===== config.mk =====
export PLATFORM = sky130hd
export DESIGN_NAME = cv32e40p_obi_arbiter
export DESIGN_NICKNAME = d
export VERILOG_FILES = /design/src/rtl/cv32e40p_pkg.sv /design/src/rtl/cv32e40p_obi_id_fifo.sv /design/src/rtl/cv32e40p_obi_arbiter.sv
export SDC_FILE = /design/constraint.sdc
export NUM_CORES = 1
export LEC_CHECK = 0
export CAP_MARGIN = 20
export CORE_AREA = 10 10 109 111
export CTS_CLUSTER_SIZE = 10
export DETAILED_ROUTE_END_ITERATION = 12
export DIE_AREA = 0 0 119 121
export PLACE_DENSITY = 0.87
export SETUP_SLACK_MARGIN = 0.2
export SLEW_MARGIN = 15
export SYNTH_ARGS = -nofsm -noshare
export SYNTH_HDL_FRONTEND = slang
export SYNTH_SLANG_ARGS = --single-unit
export TNS_END_PERCENT = 1

===== constraint.sdc =====
create_clock -name clk -period 3.6 [get_ports clk]
set_input_delay 0.72 -clock clk [delete_from_list [all_inputs] [get_ports clk]]
set_output_delay 0.72 -clock clk [all_outputs]
set_load 0.1 [all_outputs]

===== src/rtl/cv32e40p_pkg.sv =====
// Shared constants for the OBI arbiter slice: requester port indices and a
// small helper used by the round-robin priority pointer.
package cv32e40p_pkg;

  localparam int unsigned OBI_PORT_DATA  = 0;
  localparam int unsigned OBI_PORT_INSTR = 1;
  localparam int unsigned OBI_NUM_PORTS  = 2;

  // With two requesters, "the other index" is a simple inversion.
  function automatic logic obi_other_port(input logic idx);
    return ~idx;
  endfunction

endpackage


===== src/rtl/cv32e40p_obi_id_fifo.sv =====
// In-order FIFO of 1-bit requester IDs, one entry per granted OBI transfer
// that has not yet received its response.
module cv32e40p_obi_id_fifo #(
  parameter int DEPTH = 2
) (
  input  logic clk,
  input  logic rst_n,
  input  logic push,
  input  logic push_id,
  input  logic pop,
  output logic full,
  output logic empty,
  output logic head
);

  localparam int PW = (DEPTH > 1) ? $clog2(DEPTH) : 1;
  localparam int CW = $clog2(DEPTH + 1);

  logic [DEPTH-1:0] mem_q;
  logic [PW-1:0]    wptr_q;
  logic [PW-1:0]    rptr_q;
  logic [CW-1:0]    cnt_q;
  logic             do_push;
  logic             do_pop;

  // Pointers wrap modulo DEPTH, which need not be a power of two.
  function automatic logic [PW-1:0] ptr_inc(input logic [PW-1:0] p);
    if (p == PW'(DEPTH - 1)) return '0;
    else                     return p + 1'b1;
  endfunction

  assign full    = (cnt_q == CW'(DEPTH));
  assign empty   = (cnt_q == '0);
  assign head    = mem_q[rptr_q];
  assign do_push = push & ~full;
  assign do_pop  = pop & ~empty;

  // Storage, pointers and occupancy; push and pop together keep the count.
  always_ff @(posedge clk or negedge rst_n) begin
    if (!rst_n) begin
      mem_q  <= '0;
      wptr_q <= '0;
      rptr_q <= '0;
      cnt_q  <= '0;
    end else begin
      if (do_push) begin
        mem_q[wptr_q] <= push_id;
        wptr_q        <= ptr_inc(wptr_q);
      end
      if (do_pop) rptr_q <= ptr_inc(rptr_q);
      case ({do_push, do_pop})
        2'b10:   cnt_q <= cnt_q + 1'b1;
        2'b01:   cnt_q <= cnt_q - 1'b1;
        default: cnt_q <= cnt_q;
      endcase
    end
  end

endmodule


===== src/rtl/cv32e40p_obi_arbiter.sv =====
// Two-requester OBI arbiter (data = 0, instruction = 1) onto one OBI master.
// Handshake: a transfer happens on a cycle where req and gnt are both high;
// a requester keeps req and its A-channel stable until it sees its gnt_o, and
// responses (rvalid) come back in grant order, one per granted transfer.
module cv32e40p_obi_arbiter
  import cv32e40p_pkg::*;
#(
  parameter int NUM_OUTSTANDING = 2
) (
  input  logic                            clk,
  input  logic                            rst_n,
  input  logic [OBI_NUM_PORTS-1:0]        req_i,
  output logic [OBI_NUM_PORTS-1:0]        gnt_o,
  input  logic [OBI_NUM_PORTS-1:0][31:0]  addr_i,
  input  logic [OBI_NUM_PORTS-1:0]        we_i,
  input  logic [OBI_NUM_PORTS-1:0][3:0]   be_i,
  input  logic [OBI_NUM_PORTS-1:0][31:0]  wdata_i,
  input  logic [OBI_NUM_PORTS-1:0][5:0]   atop_i,
  output logic [OBI_NUM_PORTS-1:0]        rvalid_o,
  output logic [31:0]                     rdata_o,
  output logic                            err_o,
  output logic                            obi_req_o,
  input  logic                            obi_gnt_i,
  output logic [31:0]                     obi_addr_o,
  output logic                            obi_we_o,
  output logic [3:0]                      obi_be_o,
  output logic [31:0]                     obi_wdata_o,
  output logic [5:0]                      obi_atop_o,
  input  logic [31:0]                     obi_rdata_i,
  input  logic                            obi_rvalid_i,
  input  logic                            obi_err_i
);

  logic sel;         // requester currently presented on the OBI port
  logic mux_idx;     // A-channel source (index 0 when nothing is requested)
  logic prio_q;      // index favoured when both requesters ask
  logic lock_q;      // an ungranted request is pending on the OBI port
  logic lock_idx_q;  // which requester that pending request belongs to
  logic fifo_full;
  logic fifo_empty;
  logic fifo_head;
  logic push;
  logic pop;

  // Pick the requester: a stalled request stays selected, otherwise round-robin.
  always_comb begin
    sel = 1'(OBI_PORT_DATA);
    if (lock_q)                      sel = lock_idx_q;
    else if (&req_i)                 sel = prio_q;
    else if (req_i[OBI_PORT_INSTR])  sel = 1'(OBI_PORT_INSTR);
  end

  // Outstanding limit is judged from registered occupancy only (no pop bypass).
  assign obi_req_o = (|req_i) & ~fifo_full;
  assign push      = obi_req_o & obi_gnt_i;
  assign pop       = obi_rvalid_i & ~fifo_empty;
  assign mux_idx   = obi_req_o ? sel : 1'(OBI_PORT_DATA);

  assign obi_addr_o  = addr_i[mux_idx];
  assign obi_we_o    = we_i[mux_idx];
  assign obi_be_o    = be_i[mux_idx];
  assign obi_wdata_o = wdata_i[mux_idx];
  assign obi_atop_o  = atop_i[mux_idx];
  assign rdata_o     = obi_rdata_i;
  assign err_o       = obi_err_i;

  // Route the grant back to the selected requester only.
  always_comb begin
    gnt_o = '0;
    if (push) gnt_o[sel] = 1'b1;
  end

  // Route a response to the requester at the head of the ID FIFO.
  always_comb begin
    rvalid_o = '0;
    if (pop) rvalid_o[fifo_head] = 1'b1;
  end

  // Lock and round-robin pointer updates.
  always_ff @(posedge clk or negedge rst_n) begin
    if (!rst_n) begin
      prio_q     <= 1'(OBI_PORT_DATA);
      lock_q     <= 1'b0;
      lock_idx_q <= 1'(OBI_PORT_DATA);
    end else begin
      lock_q <= obi_req_o & ~obi_gnt_i;
      if (obi_req_o & ~obi_gnt_i) lock_idx_q <= sel;
      if (push)                   prio_q     <= obi_other_port(sel);
    end
  end

  cv32e40p_obi_id_fifo #(
    .DEPTH (NUM_OUTSTANDING)
  ) u_id_fifo (
    .clk     (clk),
    .rst_n   (rst_n),
    .push    (push),
    .push_id (sel),
    .pop     (pop),
    .full    (fifo_full),
    .empty   (fifo_empty),
    .head    (fifo_head)
  );

  // A response with nothing outstanding is dropped; flag it in simulation.
  stray_rvalid_a : assert property (
    @(posedge clk) disable iff (!rst_n) !(obi_rvalid_i && fifo_empty)
  ) else $warning("obi arbiter: response received with no outstanding ID, ignored");

endmodule


==> flow_summary.html <==
<table>
<tr><th>Metric</th><th>Value</th></tr>
<tr><th colspan="2">Outcome</th></tr>
<tr><td>Outcome</td><td>completed</td></tr>
<tr><th colspan="2">Timing</th></tr>
<tr><td>Worst slew margin relative to its limit</td><td>0.528</td></tr>
<tr><td>Post-route clock period utilization</td><td>0.840</td></tr>
<tr><td>Worst clock skew</td><td>3.70 ps</td></tr>
<tr><td>Number of endpoints failing setup at the final stage</td><td>0</td></tr>
<tr><td>Worst Hold Slack</td><td>507 ps</td></tr>
<tr><td>Total count of max-transition violations in the final report</td><td>0</td></tr>
<tr><td>Worst-margin pin slew</td><td>707 ps</td></tr>
<tr><td>Endpoints failing hold</td><td>0</td></tr>
<tr><td>Least setup slack across all paths after layout</td><td>577 ps</td></tr>
<tr><td>Fmax</td><td>331 MHz</td></tr>
<tr><td>Tmin final</td><td>3020 ps</td></tr>
<tr><td>Setup repair after global routing missed its margin</td><td>false</td></tr>
<tr><th colspan="2">Drt</th></tr>
<tr><td>Mean routed wirelength per cell</td><td>25.0 um</td></tr>
<tr><td>Drt total wl</td><td>18300 um</td></tr>
<tr><td>Violation count after the first detailed-route iteration</td><td>831</td></tr>
<tr><td>Vias per inst</td><td>6.89</td></tr>
<tr><td>Count of TritonRoute iterations in the first routing pass</td><td>5</td></tr>
<tr><td>Number of vias in the routed layout</td><td>5033</td></tr>
<tr><td>Number of nets with antenna violations after routing</td><td>0</td></tr>
<tr><td>DRC errors left</td><td>0</td></tr>
<tr><th colspan="2">Global route</th></tr>
<tr><td>Overall track demand over capacity in global routing</td><td>0.232</td></tr>
<tr><td>Number of antenna violations at the first check in global routing</td><td>0</td></tr>
<tr><td>Final global-route overflow total</td><td>0</td></tr>
<tr><td>First-pass GRT wire length</td><td>28300 um</td></tr>
<tr><td>Largest net degree at the start of global routing</td><td>77</td></tr>
<tr><td>Number of global-route vias before repair</td><td>4863</td></tr>
<tr><th colspan="2">Clocking</th></tr>
<tr><td>Post-CTS sizing</td><td>0</td></tr>
<tr><td>Post-CTS repair timing setup buffer count</td><td>0</td></tr>
<tr><td>Maximum buffer depth of the clock tree</td><td>2</td></tr>
<tr><td>Clock tree from TritonCTS</td><td>done</td></tr>
<tr><td>H-tree Lvls</td><td>1</td></tr>
<tr><td>CTS hold repair buffers</td><td>0</td></tr>
<tr><td>Clock root buffer</td><td>sky130_fd_sc_hd__clkbuf_8</td></tr>
<tr><td>Register clock-pin slew on the reported worst setup and hold paths</td><td>40 ps</td></tr>
<tr><td>Clock buffer count from CTS</td><td>3</td></tr>
<tr><td>Clock insertion delay at the later pin of the skew report</td><td>240 ps</td></tr>
<tr><td>Sink count of the clock tree</td><td>9</td></tr>
<tr><th colspan="2">Place</th></tr>
<tr><td>Detailed placer's ending HPWL</td><td>13100 um</td></tr>
<tr><td>Worst slack, placed</td><td>619 ps</td></tr>
<tr><td>GP Congestion</td><td>0.822</td></tr>
<tr><td>Count of buffers inserted at the top-level ports</td><td>235</td></tr>
<tr><td>Total instance count after detailed placement</td><td>727</td></tr>
<tr><th colspan="2">Synth</th></tr>
<tr><td>Sequential share of the synthesized area</td><td>0.0699</td></tr>
<tr><td>Number of storage elements in the synthesis netlist</td><td>9</td></tr>
<tr><td>Library cell with the highest instance count after synthesis</td><td>sky130_fd_sc_hd__o211ai_1</td></tr>
<tr><td>Share of synthesized registers carrying an async set or reset</td><td>1.00</td></tr>
<tr><td>Library cells used by synthesis</td><td>29</td></tr>
<tr><td>Number of synthesized flops with an enable pin</td><td>0</td></tr>
<tr><td>Post-Synthesis Cell Area</td><td>0.00322 sq mm</td></tr>
<tr><td>Synth Warn #</td><td>0</td></tr>
<tr><td>Mean area per synthesized cell</td><td>7.02 sq um</td></tr>
<tr><td>Synthesized netlist cell count</td><td>459</td></tr>
<tr><td>Commonest register cell after synthesis</td><td>sky130_fd_sc_hd__dfrtp_1</td></tr>
<tr><td>Area share of the largest cell type after synthesis</td><td>0.350</td></tr>
<tr><td>Net Count, Synth</td><td>649</td></tr>
<tr><td>Largest area contributor in the synthesized netlist</td><td>sky130_fd_sc_hd__o211ai_1</td></tr>
<tr><td>Synth area leaders</td><td>sky130_fd_sc_hd__o211ai_1 (35%), sky130_fd_sc_hd__o221ai_1 (20%), sky130_fd_sc_hd__o21ai_0 (11%)</td></tr>
<tr><td>Post-synth top cells</td><td>sky130_fd_sc_hd__o211ai_1 (150), sky130_fd_sc_hd__o221ai_1 (75), sky130_fd_sc_hd__o21ai_0 (72)</td></tr>
<tr><th colspan="2">Setup path</th></tr>
<tr><td>Required time of the critical path</td><td>2880 ps</td></tr>
<tr><td>Kind of end point of the critical path</td><td>output pin</td></tr>
<tr><td>Beginning of the worst register-to-register path</td><td>u_id_fifo.cnt_q[0]</td></tr>
<tr><td>Flop-to-flop setup slack</td><td>1590 ps</td></tr>
<tr><td>Launching element type of the critical path</td><td>primary input</td></tr>
<tr><td>R2R Path End</td><td>u_id_fifo.cnt_q[1]</td></tr>
<tr><td>Critical path data arrival time</td><td>2300 ps</td></tr>
<tr><td>Origin of the worst setup path</td><td>req_i[1]</td></tr>
<tr><td>Critical path start-end classification</td><td>in -&gt; out</td></tr>
<tr><td>Path depth of the worst reg2reg path</td><td>7</td></tr>
<tr><td>Max Fanout on Critical Path</td><td>40</td></tr>
<tr><th colspan="2">Job</th></tr>
<tr><td>Max_cap viols</td><td>0</td></tr>
<tr><th colspan="2">Min path</th></tr>
<tr><td>Instance count along the most critical hold path</td><td>1</td></tr>
<tr><td>Worst min-delay path category</td><td>reg -&gt; reg</td></tr>
<tr><td>WHS Endpoint</td><td>lock_idx_q</td></tr>
<tr><td>Worst Min Path Start</td><td>lock_idx_q</td></tr>
<tr><th colspan="2">Pwr</th></tr>
<tr><td>IR Drop Worst-Case VDD</td><td>0.000671 V</td></tr>
<tr><td>Power per unit of standard cell area</td><td>1040 mW/mm^2</td></tr>
<tr><td>Total leakage power</td><td>2.00 nW</td></tr>
<tr><td>Final total power</td><td>6.36 mW</td></tr>
<tr><th colspan="2">Floorplanning</th></tr>
<tr><td>Core Region</td><td>0.00964 sq mm</td></tr>
<tr><td>X dimension of the die</td><td>119 um</td></tr>
<tr><td>Initial Utilization</td><td>0.334</td></tr>
<tr><td>Top Ports</td><td>302</td></tr>
<tr><td>Y dimension of the die</td><td>121 um</td></tr>
<tr><td>Total die area</td><td>0.0144 sq mm</td></tr>
<tr><td>Cell Rows</td><td>36</td></tr>
<tr><th colspan="2">Final layout</th></tr>
<tr><td>Final Non-Filler Cells</td><td>731</td></tr>
<tr><td>Fill cell total of the finished layout</td><td>806</td></tr>
<tr><td>Area Growth Syn to Fin</td><td>90.3%</td></tr>
<tr><td>Fin nets</td><td>789</td></tr>
<tr><td>Share of final-layout standard cells stronger than drive strength 1</td><td>0.189</td></tr>
<tr><td>Antenna Diode Count</td><td>0</td></tr>
</table>
-- worst max-delay path by stage --
stage / depth (start not counted) / end / slack [ps]
global route: 6 / obi_addr_o[28] / 480
finish: 6 / obi_addr_o[28] / 580
global placement: 5 / gnt_o[1] / 640
detailed placement: 6 / obi_addr_o[28] / 620
floorplan: 6 / obi_addr_o[20] / -30
CTS: 6 / obi_addr_o[28] / 590
-- routing by layer --
| layer | track usage | routed length [um] |
|---|---|---|
| met2 | 0.384 | 8750 |
| met5 | 0 | 0 |
| met1 | 0.282 | 6980 |
| met4 | 0.102 | 829 |
| met3 | 0.0535 | 1730 |
-- cells in the final DEF, fill, tap and decap left out, types with 2 or more instances in the layout --
master	count
sky130_fd_sc_hd__o211ai_1	150
sky130_fd_sc_hd__buf_12	81
sky130_fd_sc_hd__xnor2_1	5
sky130_fd_sc_hd__buf_4	16
sky130_fd_sc_hd__o21ai_0	72
sky130_fd_sc_hd__nor2_1	5
sky130_fd_sc_hd__o21ai_1	5
sky130_fd_sc_hd__inv_1	2
sky130_fd_sc_hd__clkdlybuf4s50_1	153
sky130_fd_sc_hd__clkbuf_8	3
sky130_fd_sc_hd__dfrtp_1	8
sky130_fd_sc_hd__o221ai_1	75
sky130_fd_sc_hd__buf_2	2
-- report_power, final --
group          total [mW]  internal, mW  switching, mW
Combinational        6.05          1.96           4.09
Sequential          0.193         0.152         0.0409
Clock               0.117        0.0771         0.0399
-- critical path, stage by stage --
cell                       delay [ps]
sky130_fd_sc_hd__buf_2            140
sky130_fd_sc_hd__nor2_4           370
sky130_fd_sc_hd__buf_4            450
sky130_fd_sc_hd__o21ai_0          160
sky130_fd_sc_hd__o211ai_1         210
sky130_fd_sc_hd__buf_12           230
-- through the flow --
stage          instance area [sq um]  TNS (ps)   util
2_1_floorplan                   3230      -542      -
3_3_place_gp                    6080         0  0.631
3_5_place_dp                    6080         0  0.631
4_1_cts                         6130         0  0.636
5_1_grt                         6130         0  0.636
6_report                        6130         0  0.636
-- layout make-up --
cell class,count,area (sq um),area share
well taps,133,166,0.0272
flip-flops and latches,9,226,0.0370
clock buffers,4,45.0,0.00735
inverters,3,11.3,0.00184
repair buffers,252,3280,0.536
multi-input cells,330,2400,0.391
-- state kept, by name, indices dropped and copies added (netlist names) --
signal            flops
u_id_fifo.rptr_q      1
lock_idx_q            1
u_id_fifo.wptr_q      1
prio_q                1
u_id_fifo.cnt_q       2
u_id_fifo.mem_q       2
lock_q                1
-- cells by family (layout without fill, tap and decap cells) --
group | Yosys count | after routing | synth area share
and+or+nand+nor | 15 | 15 | 0.0249
DFF | 9 | 9 | 0.0699
xor gates and xnor gates | 5 | 5 | 0.0136
muxes | 4 | 4 | 0.0148
buffers and inverters | 120 | 259 | 0.192
adders and majority gates | 1 | 1 | 0.00388
AOI/OAI and AO/OA | 305 | 305 | 0.681
No activity file was read; power rests on OpenSTA's default activity.
